[config.mk]
export PLATFORM = sky130hd
export DESIGN_NAME = alu_arbiter_flat
export DESIGN_NICKNAME = d
export VERILOG_FILES = /design/src/rtl/alu_arbiter_if.sv /design/src/rtl/alu_arbiter.sv /design/src/flat_wrapper.sv
export SDC_FILE = /design/constraint.sdc
export NUM_CORES = 1
export LEC_CHECK = 0
export BUFFER_PORTS_ARGS = -buffer_cell sky130_fd_sc_hd__buf_2
export CAP_MARGIN = 10
export CORE_AREA = 2 2 129 131
export CTS_BUF_LIST = sky130_fd_sc_hd__clkbuf_16
export DETAILED_ROUTE_END_ITERATION = 10
export DIE_AREA = 0 0 131 133
export PLACE_DENSITY = 0.66
export SYNTH_ARGS = -nofsm -noshare
export SYNTH_HDL_FRONTEND = slang
export SYNTH_SLANG_ARGS = --single-unit
[constraint.sdc]
create_clock -name clk -period 1.6 [get_ports clk]
set_input_delay 0.32 -clock clk [delete_from_list [all_inputs] [get_ports clk]]
set_output_delay 0.32 -clock clk [all_outputs]
set_load 0.05 [all_outputs]
[src/rtl/alu_arbiter_if.sv]
// rtl/alu_arbiter_if.sv - request/response/ALU bundle shared between two requesters and the arbiter
interface alu_arbiter_if;
  logic        req0_valid, req0_ready;
  logic [31:0] req0_a, req0_b;
  logic [3:0]  req0_op;
  logic [4:0]  req0_shamt;
  logic        req1_valid, req1_ready;
  logic [31:0] req1_a, req1_b;
  logic [3:0]  req1_op;
  logic [4:0]  req1_shamt;

  logic        resp0_valid, resp0_ready, resp0_zero, resp0_ovf;
  logic [31:0] resp0_data;
  logic        resp1_valid, resp1_ready, resp1_zero, resp1_ovf;
  logic [31:0] resp1_data;

  logic [31:0] alu_in1, alu_in2, alu_out;
  logic [3:0]  alu_op;
  logic [4:0]  alu_shift;
  logic        alu_zero, alu_ovf;

  modport slave (
    input  req0_valid, req0_a, req0_b, req0_op, req0_shamt,
    input  req1_valid, req1_a, req1_b, req1_op, req1_shamt,
    output req0_ready, req1_ready,
    output resp0_valid, resp0_data, resp0_zero, resp0_ovf,
    output resp1_valid, resp1_data, resp1_zero, resp1_ovf,
    input  resp0_ready, resp1_ready,
    output alu_in1, alu_in2, alu_op, alu_shift,
    input  alu_out, alu_zero, alu_ovf
  );

  modport master (
    output req0_valid, req0_a, req0_b, req0_op, req0_shamt,
    output req1_valid, req1_a, req1_b, req1_op, req1_shamt,
    input  req0_ready, req1_ready,
    input  resp0_valid, resp0_data, resp0_zero, resp0_ovf,
    input  resp1_valid, resp1_data, resp1_zero, resp1_ovf,
    output resp0_ready, resp1_ready,
    input  alu_in1, alu_in2, alu_op, alu_shift,
    output alu_out, alu_zero, alu_ovf
  );
endinterface

[src/rtl/alu_arbiter.sv]
// rtl/alu_arbiter.sv - round-robin arbiter sharing one ALU between two request/response ports
module alu_arbiter #(
  parameter logic RR_INIT = 1'b0
) (
  input logic          clk,
  input logic          rst_n,
  alu_arbiter_if.slave bus
);
  typedef enum logic [1:0] {IDLE, EXEC, RESP} state_t;

  state_t      state_q, state_d;
  logic        prio_q, prio_d, gnt_q, gnt_d;
  logic [31:0] a_q, a_d, b_q, b_d, res_q, res_d;
  logic [3:0]  op_q, op_d;
  logic [4:0]  shamt_q, shamt_d;
  logic        zero_q, zero_d, ovf_q, ovf_d;
  logic        v0_q, v0_d, v1_q, v1_d;
  logic        g0, g1, ovf_cap, resp_hs;

  always_comb begin
    g0      = bus.req0_valid && (!bus.req1_valid || !prio_q);
    g1      = bus.req1_valid && (!bus.req0_valid || prio_q);
    // overflow is only meaningful for add/sub; anything else may be a stale flag
    ovf_cap = bus.alu_ovf && ((op_q == 4'b0001) || (op_q == 4'b1010));
    resp_hs = gnt_q ? (v1_q && bus.resp1_ready) : (v0_q && bus.resp0_ready);

    state_d = state_q;
    prio_d  = prio_q;
    gnt_d   = gnt_q;
    a_d     = a_q;
    b_d     = b_q;
    op_d    = op_q;
    shamt_d = shamt_q;
    res_d   = res_q;
    zero_d  = zero_q;
    ovf_d   = ovf_q;
    v0_d    = v0_q;
    v1_d    = v1_q;

    case (state_q)
      IDLE: begin
        if (g0 || g1) begin
          gnt_d   = g1;
          a_d     = g1 ? bus.req1_a     : bus.req0_a;
          b_d     = g1 ? bus.req1_b     : bus.req0_b;
          op_d    = g1 ? bus.req1_op    : bus.req0_op;
          shamt_d = g1 ? bus.req1_shamt : bus.req0_shamt;
          state_d = EXEC;
        end
      end
      EXEC: begin
        res_d   = bus.alu_out;
        ovf_d   = ovf_cap;
        zero_d  = bus.alu_zero && (bus.alu_out == 32'd0) && !ovf_cap;
        v0_d    = !gnt_q;
        v1_d    = gnt_q;
        state_d = RESP;
      end
      RESP: begin
        if (resp_hs) begin
          v0_d    = 1'b0;
          v1_d    = 1'b0;
          prio_d  = !gnt_q;
          state_d = IDLE;
        end
      end
      default: state_d = IDLE;
    endcase
  end

  always_ff @(posedge clk or negedge rst_n) begin
    if (!rst_n) begin
      state_q <= IDLE;
      prio_q  <= RR_INIT;
      gnt_q   <= 1'b0;
      a_q     <= '0;
      b_q     <= '0;
      op_q    <= '0;
      shamt_q <= '0;
      res_q   <= '0;
      zero_q  <= 1'b0;
      ovf_q   <= 1'b0;
      v0_q    <= 1'b0;
      v1_q    <= 1'b0;
    end else begin
      state_q <= state_d;
      prio_q  <= prio_d;
      gnt_q   <= gnt_d;
      a_q     <= a_d;
      b_q     <= b_d;
      op_q    <= op_d;
      shamt_q <= shamt_d;
      res_q   <= res_d;
      zero_q  <= zero_d;
      ovf_q   <= ovf_d;
      v0_q    <= v0_d;
      v1_q    <= v1_d;
    end
  end

  assign bus.req0_ready  = (state_q == IDLE) && g0;
  assign bus.req1_ready  = (state_q == IDLE) && g1;

  assign bus.resp0_valid = v0_q;
  assign bus.resp0_data  = v0_q ? res_q : 32'd0;
  assign bus.resp0_zero  = v0_q && zero_q;
  assign bus.resp0_ovf   = v0_q && ovf_q;
  assign bus.resp1_valid = v1_q;
  assign bus.resp1_data  = v1_q ? res_q : 32'd0;
  assign bus.resp1_zero  = v1_q && zero_q;
  assign bus.resp1_ovf   = v1_q && ovf_q;

  assign bus.alu_in1   = a_q;
  assign bus.alu_in2   = b_q;
  assign bus.alu_op    = op_q;
  assign bus.alu_shift = shamt_q;
endmodule

[src/flat_wrapper.sv]
// flat-port wrapper written by rule: the top's interface ports become plain ports
module alu_arbiter_flat 
#(
  parameter logic RR_INIT = 1'b0
)
  (clk, rst_n, bus_req0_valid, bus_req0_a, bus_req0_b, bus_req0_op, bus_req0_shamt, bus_req1_valid, bus_req1_a, bus_req1_b, bus_req1_op, bus_req1_shamt, bus_req0_ready, bus_req1_ready, bus_resp0_valid, bus_resp0_data, bus_resp0_zero, bus_resp0_ovf, bus_resp1_valid, bus_resp1_data, bus_resp1_zero, bus_resp1_ovf, bus_resp0_ready, bus_resp1_ready, bus_alu_in1, bus_alu_in2, bus_alu_op, bus_alu_shift, bus_alu_out, bus_alu_zero, bus_alu_ovf);
  alu_arbiter_if bus_i ();
  input logic clk;
  input logic rst_n;
  input wire logic [$bits(bus_i.req0_valid)-1:0] bus_req0_valid;
  input wire logic [$bits(bus_i.req0_a)-1:0] bus_req0_a;
  input wire logic [$bits(bus_i.req0_b)-1:0] bus_req0_b;
  input wire logic [$bits(bus_i.req0_op)-1:0] bus_req0_op;
  input wire logic [$bits(bus_i.req0_shamt)-1:0] bus_req0_shamt;
  input wire logic [$bits(bus_i.req1_valid)-1:0] bus_req1_valid;
  input wire logic [$bits(bus_i.req1_a)-1:0] bus_req1_a;
  input wire logic [$bits(bus_i.req1_b)-1:0] bus_req1_b;
  input wire logic [$bits(bus_i.req1_op)-1:0] bus_req1_op;
  input wire logic [$bits(bus_i.req1_shamt)-1:0] bus_req1_shamt;
  output wire logic [$bits(bus_i.req0_ready)-1:0] bus_req0_ready;
  output wire logic [$bits(bus_i.req1_ready)-1:0] bus_req1_ready;
  output wire logic [$bits(bus_i.resp0_valid)-1:0] bus_resp0_valid;
  output wire logic [$bits(bus_i.resp0_data)-1:0] bus_resp0_data;
  output wire logic [$bits(bus_i.resp0_zero)-1:0] bus_resp0_zero;
  output wire logic [$bits(bus_i.resp0_ovf)-1:0] bus_resp0_ovf;
  output wire logic [$bits(bus_i.resp1_valid)-1:0] bus_resp1_valid;
  output wire logic [$bits(bus_i.resp1_data)-1:0] bus_resp1_data;
  output wire logic [$bits(bus_i.resp1_zero)-1:0] bus_resp1_zero;
  output wire logic [$bits(bus_i.resp1_ovf)-1:0] bus_resp1_ovf;
  input wire logic [$bits(bus_i.resp0_ready)-1:0] bus_resp0_ready;
  input wire logic [$bits(bus_i.resp1_ready)-1:0] bus_resp1_ready;
  output wire logic [$bits(bus_i.alu_in1)-1:0] bus_alu_in1;
  output wire logic [$bits(bus_i.alu_in2)-1:0] bus_alu_in2;
  output wire logic [$bits(bus_i.alu_op)-1:0] bus_alu_op;
  output wire logic [$bits(bus_i.alu_shift)-1:0] bus_alu_shift;
  input wire logic [$bits(bus_i.alu_out)-1:0] bus_alu_out;
  input wire logic [$bits(bus_i.alu_zero)-1:0] bus_alu_zero;
  input wire logic [$bits(bus_i.alu_ovf)-1:0] bus_alu_ovf;
  assign bus_i.req0_valid = bus_req0_valid;
  assign bus_i.req0_a = bus_req0_a;
  assign bus_i.req0_b = bus_req0_b;
  assign bus_i.req0_op = bus_req0_op;
  assign bus_i.req0_shamt = bus_req0_shamt;
  assign bus_i.req1_valid = bus_req1_valid;
  assign bus_i.req1_a = bus_req1_a;
  assign bus_i.req1_b = bus_req1_b;
  assign bus_i.req1_op = bus_req1_op;
  assign bus_i.req1_shamt = bus_req1_shamt;
  assign bus_req0_ready = bus_i.req0_ready;
  assign bus_req1_ready = bus_i.req1_ready;
  assign bus_resp0_valid = bus_i.resp0_valid;
  assign bus_resp0_data = bus_i.resp0_data;
  assign bus_resp0_zero = bus_i.resp0_zero;
  assign bus_resp0_ovf = bus_i.resp0_ovf;
  assign bus_resp1_valid = bus_i.resp1_valid;
  assign bus_resp1_data = bus_i.resp1_data;
  assign bus_resp1_zero = bus_i.resp1_zero;
  assign bus_resp1_ovf = bus_i.resp1_ovf;
  assign bus_i.resp0_ready = bus_resp0_ready;
  assign bus_i.resp1_ready = bus_resp1_ready;
  assign bus_alu_in1 = bus_i.alu_in1;
  assign bus_alu_in2 = bus_i.alu_in2;
  assign bus_alu_op = bus_i.alu_op;
  assign bus_alu_shift = bus_i.alu_shift;
  assign bus_i.alu_out = bus_alu_out;
  assign bus_i.alu_zero = bus_alu_zero;
  assign bus_i.alu_ovf = bus_alu_ovf;
  alu_arbiter #(.RR_INIT(RR_INIT)) u_core (.clk(clk), .rst_n(rst_n), .bus(bus_i));
endmodule
## Word-level counts from Yosys, hierarchy flattened

Cells that the tools add are included.

| operators by class | value |
|---|---|
| equal/unequal tests | 6 |
| mux-type cells | 13 |
| reductions and logical operators | 29 |

Operators by type and width:

| kind | count |
|---|---|
| two-way mux 32 bit | 4 |
| logical NOT 32 bit | 1 |
| logical AND 1 bit | 13 |
| AND reduction 2 bit | 4 |
| one-hot mux 2 bit (3 select lines) | 1 |
| logical NOT 1 bit | 5 |
| two-way mux 5 bit | 1 |
| == test 4 x 1 -> 1 bit (second input constant) | 1 |
| == test 4 bit (second input constant) | 1 |
| logical OR 1 bit | 4 |
| two-way mux 2 bit | 2 |
| two-way mux 4 bit | 1 |
| != test 2 x 1 -> 1 bit (second input constant) | 2 |
| one-hot mux 1 bit (2 select lines) | 2 |
| == test 2 x 1 -> 1 bit (second input constant) | 1 |
| == test 2 bit (second input constant) | 1 |
| logical NOT 2 bit | 1 |
| two-way mux 1 bit | 2 |
| nonzero test 2 bit | 1 |

| word-level totals | value |
|---|---|
| flip-flop bits (word level) | 113 |
| input port bits | 186 |
| output and inout port bits | 145 |
| logic and storage cells | 60 |

## Logic depth before layout (Yosys ltp)

Gate-level depths: netlist of the first run.

| depth | value |
|---|---|
| depth after elaboration | 6 |
| depth in mapped cells | 6 |
| gate-level depth less buffers | 4 |

## Worst setup path after synthesis of the first run

No wires, ideal clock.

| timing | value |
|---|---|
| kind | register -> output |
| from | register u_core.state_q[0] |
| to | output bus_req0_ready |
| buffers on the path | 0 |
| cell stages (with the launch flop) | 2 |
| setup slack | -1.720 ns |
| data required time | 1.280 ns |
| arrival | 3.000 ns |
| path through | dfrtp_1 a2111oi_0 |

| on the way | value |
|---|---|
| cells in the longest elaborated chain, start to end | 2 |

RTL lines:

| item | line | source |
|---|---|---|
| start: declaration | alu_arbiter.sv:11 | `state_t state_q, state_d;` |
| start signal: assignment | alu_arbiter.sv:86 | `state_q <= state_d;` |
| logical NOT 2 bit | alu_arbiter.sv:101 | `assign bus.req0_ready = (state_q == IDLE) && g0;` |
| logical AND 1 bit | alu_arbiter.sv:101 |  |
| end: declaration | flat_wrapper.sv:20 | `output wire logic [$bits(bus_i.req0_ready)-1:0] bus_req0_ready;` |

Every way passes these cells.

## Worst setup path in the final report of the first run

| timing | value |
|---|---|
| from | register u_core.state_q[1] |
| to | output bus_req0_ready |

The elaborated chain is that of the path after synthesis.

==> impl_metrics.toml, run 1 <==
[run_status]
status = "complete, but fails checks"
violations = "setup timing"

[power_and_ir_drop]
power_leakage_nw = 4.67
irDropWorstVdd_mv = 1.28
p_per_area_mw_per_mm2 = 2650

[die]
top_level_ports = 331
die_h_um = 133
fp.dieW_um = 131
start_util = 0.341
rows = 47
die-area_sq_mm = 0.0174
core_sq_mm = 0.0162

[sta]
max-slew-margin-rel = 0.735
fmax_mhz = 583
fin_hold_ws_ps = 125
setup_viol = 85
fin_skew_ps = 6.86
setup_ws_ps = -116
layout_min_cycle_time_ps = 1720
final.period_utilization = 1.07
rsz0062_at_grt = "true"
worstMarginPinSlew_ps = 393
slew_viol_final = 0
hold_viol_final = 0

[setup_path]
start_kind = "flip-flop"
cp-end-kind = "output port"
path_cells = "a2111oi_4 -> buf_6"
slowest_delay_ps = 450
critPathKind = "reg2out"
worst-endpoint-required_ps = 1280
cp_max_fo = 4
critical-path-slowest-cell = "dfrtp_2"
critPathArrivalTime_ps = 1400

[global_routing]
track_usage = 0.194
gr-total-overflow = 0
grt_pass1_vias = 5284
grt_max_degree = 87
grt_pass1_wl_mm = 26.3
antenna_found_initial = 1

[final_layout]
utilization = 0.555
fillers = 1413
stdcell_count = 1160
nets = 1112
layout.area.seq_sq_mm = 0.00283
final_cell_mix = "buf_2, dfrtp_1, nand2_1"
drive_above_1_share = 0.485
fin_area_sq_mm = 0.00898
multi_input_area_sq_mm = 0.00257
area_growth_pct = 63.0
final_common_cell = "buf_2"

[clock_network]
clkTransAtPathRegs_ps = 50
h-tree-depth = 4
clock_latency_ps = 410
cts_tree = "built"
cts_buffers = 17
cts.sinks = 113
clock_path_buffers = 2
root_buffer = "clkbuf_16"

[detailed_routing]
drt_iter0_markers = 177
routed_via_density = 4.73
drc_errors = 0
routed_wirelength_mm = 18.6
vias = 5486
first_pass_iters = 5
detail-route-antenna-nets = 0
wire_per_inst_um = 16.0

[placed_design]
place_congestion = 0.785
dp_hpwl_mm = 12.6
place_area_sq_mm = 0.00751
dp.cells = 1107
io_buffers = 330
place_ws_ps = 59.8

[yosys]
yosysWarnings = 0
synth_top_area_frac = 0.513
ys_seq_area_frac = 0.513
synth_edf_count = 0
ys_async_sr_fraction = 1.00
syn_inst = 575
ys_top_cells_by_area = "dfrtp_1, mux2i_1, and2_1, nand2_1, a21oi_1"
syn_area_per_cell_sq_um = 9.58
synth_top_cell_by_area = "dfrtp_1"
synth_area_sq_mm = 0.00551
ys_types = 30
synth-main-ff-cell = "dfrtp_1"
syn-num-nets = 761
ys_ff_latch = 113

[worst_hold_path]
worstHoldPathType = "in2reg"

[flow_run]
maxCapViolCount = 0
flip-flops by register name (all words and copies together) (netlist names), 2 cells and up:
name / cells
u_core.bus.alu_in1: 32
u_core.bus.alu_in2: 32
u_core.state_q: 2
u_core.bus.alu_shift: 5
u_core.bus.alu_op: 4
u_core.res_q: 32
final cells by class:
| class | count | area share |
|---|---|---|
| flip-flops and latches | 113 | 0.316 |
| repair buffers | 370 | 0.299 |
| multi-input cells | 422 | 0.286 |
| clock buffers | 17 | 0.0474 |
| well taps | 220 | 0.0306 |
| clock inverters | 15 | 0.0198 |
| inverters | 2 | 0.000836 |
| diodes | 1 | 0.000279 |
cell families (layout without fill, tap and decap cells):
logic type,after synthesis,after routing,share of synthesized area
other,0,1,0
multiplexers,73,73,0.133
flip-flops,113,113,0.513
AND/OR/NAND/NOR,265,265,0.222
buffers and inverters,40,404,0.0522
AO/OA/AOI/OAI,84,84,0.0802
where the power goes:
group,leakage [nW],switching (mW),total (mW),internal [mW]
clock,0.305,1.32,3.88,2.57
sequential,1.29,0.973,5.27,4.29
combinational,3.07,9.74,14.6,4.90
through the flow:
step	setup TNS, ps	power (mW)
2_1_floorplan	0	14.5
3_5_place_dp	0	17.6
5_1_grt	-8850	25.0
3_3_place_gp	0	17.5
6_report	-2230	23.8
4_1_cts	-2170	22.9
repair_timing:
| item | 4_1_cts | 5_1_grt |
|---|---|---|
| hold buffers | 1 | 0 |
| pin swaps | 1 | 51 |
| cloned | 0 | 5 |
| endpoints found under the setup margin | 68 | 99 |
| gates resized for setup | 160 | 55 |
| setup buffers | 6 | 9 |
| hold endpoints to repair | 59 | 0 |
per-layer routing:
| metal | GRT usage | part of all wire | vias up |
|---|---|---|---|
| met3 | 0.0679 | 0.087 | 20 |
| met2 | 0.345 | 0.52 | 261 |
| met4 | 0.0757 | 0.015 | 0 |
| met5 | 0 | 0 | - |
| li1 | - | - | 2616 |
| met1 | 0.209 | 0.37 | 2589 |
path summary, 6_finish.rpt:
path                                    from                endpoint  slack, ps  depth (start not counted)
setup / recovery           u_core.state_q[1]          bus_req0_ready       -120                          2
hold / removal               bus_alu_out[29]        u_core.res_q[29]        130                          3
setup reg to reg               u_core.prio_q  u_core.bus.alu_in1[11]        -70                          7
hold reg to reg              u_core.res_q[2]         u_core.res_q[2]        500                          2
max in group asynchronous              rst_n   u_core.bus.alu_in2[6]        780                          3
min in group asynchronous              rst_n         u_core.res_q[4]        280                          2
synth_stat cells (2+ instances only):
cell / number
nand2b_1: 2
nand3_1: 2
o21ai_0: 3
and2_1: 68
inv_1: 2
nor4_1: 6
clkbuf_1: 7
nor3_1: 2
a21oi_1: 73
a211oi_1: 2
nor2_1: 77
nand4_1: 2
nand2_1: 99
dfrtp_1: 113
buf_12: 6
mux2i_1: 73
nor2b_1: 3
buf_2: 23
critical path, delay by kind of cell, from the launching register on:
kind,cells,cell delay (ps)
DFF,1,450
AOI/OAI and AO/OA,1,330
buffers and inverters,1,210
(Power assumes the default switching activity.)
==> run 2, diff against run 1 <==
--- a/config.mk
+++ b/config.mk
@@ -7,11 +7,13 @@
 export LEC_CHECK = 0
 export BUFFER_PORTS_ARGS = -buffer_cell sky130_fd_sc_hd__buf_2
 export CAP_MARGIN = 10
-export CORE_AREA = 2 2 129 131
+export CORE_ASPECT_RATIO = 0.9
+export CORE_MARGIN = 10
+export CORE_UTILIZATION = 44
 export CTS_BUF_LIST = sky130_fd_sc_hd__clkbuf_16
 export DETAILED_ROUTE_END_ITERATION = 10
-export DIE_AREA = 0 0 131 133
-export PLACE_DENSITY = 0.66
+export PLACE_DENSITY = 0.81
+export RECOVER_POWER = 50
 export SYNTH_ARGS = -nofsm -noshare
 export SYNTH_HDL_FRONTEND = slang
 export SYNTH_SLANG_ARGS = --single-unit
==> run 2 against run 1 <==
Against the previous run:
- the flow still finishes with violations (setup timing)
- core utilization grew 19 points
- worst hold slack is essentially flat
- sequential share of layout area shrank 0.41 points
- critical endpoint unchanged
- largest cell class unchanged
- largest power group unchanged
- highest routed layer is now met5
==> impl_metrics.toml, run 2 (same netlist as run 1, synthesis figures left out) <==
[clock_network]
cts.sinks = 113
clock_latency_ps = 410
h-tree-depth = 4
clock_path_buffers = 2
clkTransAtPathRegs_ps = 50
cts_buffers = 17
root_buffer = "clkbuf_16"
cts_tree = "built"

[setup_path]
start_kind = "flip-flop"
reg2reg_from = "u_core.prio_q"
cp_max_fo = 3
startpoint = "u_core.prio_q"
slowest_delay_ps = 440
cp-end-kind = "output port"
critPathKind = "reg2out"
worst-endpoint-required_ps = 1280
reg2reg_to = "u_core.bus.alu_in2[17]"
r2r_slack_ps = 20
critPathArrivalTime_ps = 1420
critical-path-slowest-cell = "dfrtp_2"
path_cells = "a2111oi_4 -> buf_6"
reg2reg_depth = 5

[final_layout]
drive_above_1_share = 0.508
final_common_cell = "buf_2"
nets = 1115
final_cell_mix = "buf_2, dfrtp_1, nand2_1"
area_growth_pct = 65.2
fillers = 797
utilization = 0.748
stdcell_count = 1107

[run_status]
status = "complete, but fails checks"
violations = "setup timing"

[sta]
slew_viol_final = 0
rsz0062_at_grt = "true"
fmax_mhz = 576
hold_viol_final = 0
fin_hold_ws_ps = 125
layout_min_cycle_time_ps = 1740
fin_skew_ps = 10.1
final.period_utilization = 1.08
worstMarginPinSlew_ps = 863
setup_viol = 70
setup_ws_ps = -136
max-slew-margin-rel = 0.425
setup_tns_ps = -5570

[die]
core_sq_mm = 0.0122
start_util = 0.453
rows = 38
die_h_um = 126
die-area_sq_mm = 0.0174
top_level_ports = 331
fp.dieW_um = 138

[worst_hold_path]
holdPathStages = 3
hp-start = "bus_alu_out[25]"
worstHoldPathType = "in2reg"
hold-path-endpoint = "u_core.res_q[25]"

[global_routing]
track_usage = 0.244
antenna_found_initial = 8
grt_pass1_vias = 6139
gr-total-overflow = 0
grt_pass1_wl_mm = 33.3
grt_max_degree = 63

[detailed_routing]
drt_iter0_markers = 451
first_pass_iters = 5
detail-route-antenna-nets = 0
wire_per_inst_um = 22.0
drc_errors = 0
routed_wirelength_mm = 24.3
vias = 5877
routed_via_density = 5.31

[power_and_ir_drop]
power_leakage_nw = 4.76
p_per_area_mw_per_mm2 = 2800
irDropWorstVdd_mv = 2.03

[placed_design]
dp.cells = 1058
dp_hpwl_mm = 15.8
place_congestion = 0.850
io_buffers = 330

[flow_run]
maxCapViolCount = 0
run 2: cell count changes in the layout (fill, tap and decap cells not counted), moves of 5 or more:
| cell | previous run | this run |
|---|---|---|
| and2_1 | 24 | 0 |
| and2_4 | 44 | 68 |
| buf_6 | 68 | 33 |
| buf_8 | 12 | 45 |
| diode_2 | 1 | 6 |
run 2: worst max-delay path: cells and delay by family (launching register included):
family | cells | cell delay, ps
flip-flops | 1 | 440
AO/OA/AOI/OAI | 1 | 350
buffers and inverters | 1 | 210
run 2: report_power, final:
part | internal (mW) | switching, mW
clock network | 2.72 | 1.32
registers | 4.29 | 1.20
logic | 5.58 | 10.3
run 2: cell type report:
class	instances	area [sq um]	share of cell area
sequential	113	2830	0.311
timing repair buffer	373	2800	0.308
multi-input combinational	422	2620	0.288
clock buffer	17	425	0.0467
tap	160	200	0.0220
clock inverter	14	198	0.0217
antenna	6	15.0	0.00165
inverter	2	7.51	0.000825
run 2: metrics by stage:
stage / setup WS [ps] / power [mW] / area [sq um]
5_1_grt: -186 / 26.4 / 9100
4_1_cts: -156 / 24.1 / 8830
6_report: -136 / 25.5 / 9100
3_5_place_dp: 47.8 / 18.1 / 7540
2_1_floorplan: 44.2 / 14.5 / 5540
3_3_place_gp: 79.9 / 17.9 / 7540
run 2: how the worst max path moves through the flow:
stage,slack [ps],cells past startpoint,to
after floorplan,40,2,bus_resp1_data[31]
after global placement,80,5,u_core.zero_q
after detailed placement,50,5,u_core.zero_q
after CTS,-160,2,bus_req0_ready
after global routing,-190,2,bus_req0_ready
final,-140,2,bus_req0_ready
run 2: timing repair:
action,in CTS,in global routing
gates resized for setup,208,62
hold buffers,1,0
setup endpoints to repair,70,75
buffers inserted,4,1
hold endpoints to repair,113,0
pin swaps,3,1
gates cloned,2,4
run 2: layer usage:
| layer | track usage | wire length (um) |
|---|---|---|
| met1 | 0.251 | 8080 |
| met2 | 0.419 | 12400 |
| met3 | 0.0978 | 2770 |
| met4 | 0.120 | 1010 |
| met5 | 0 | 21 |
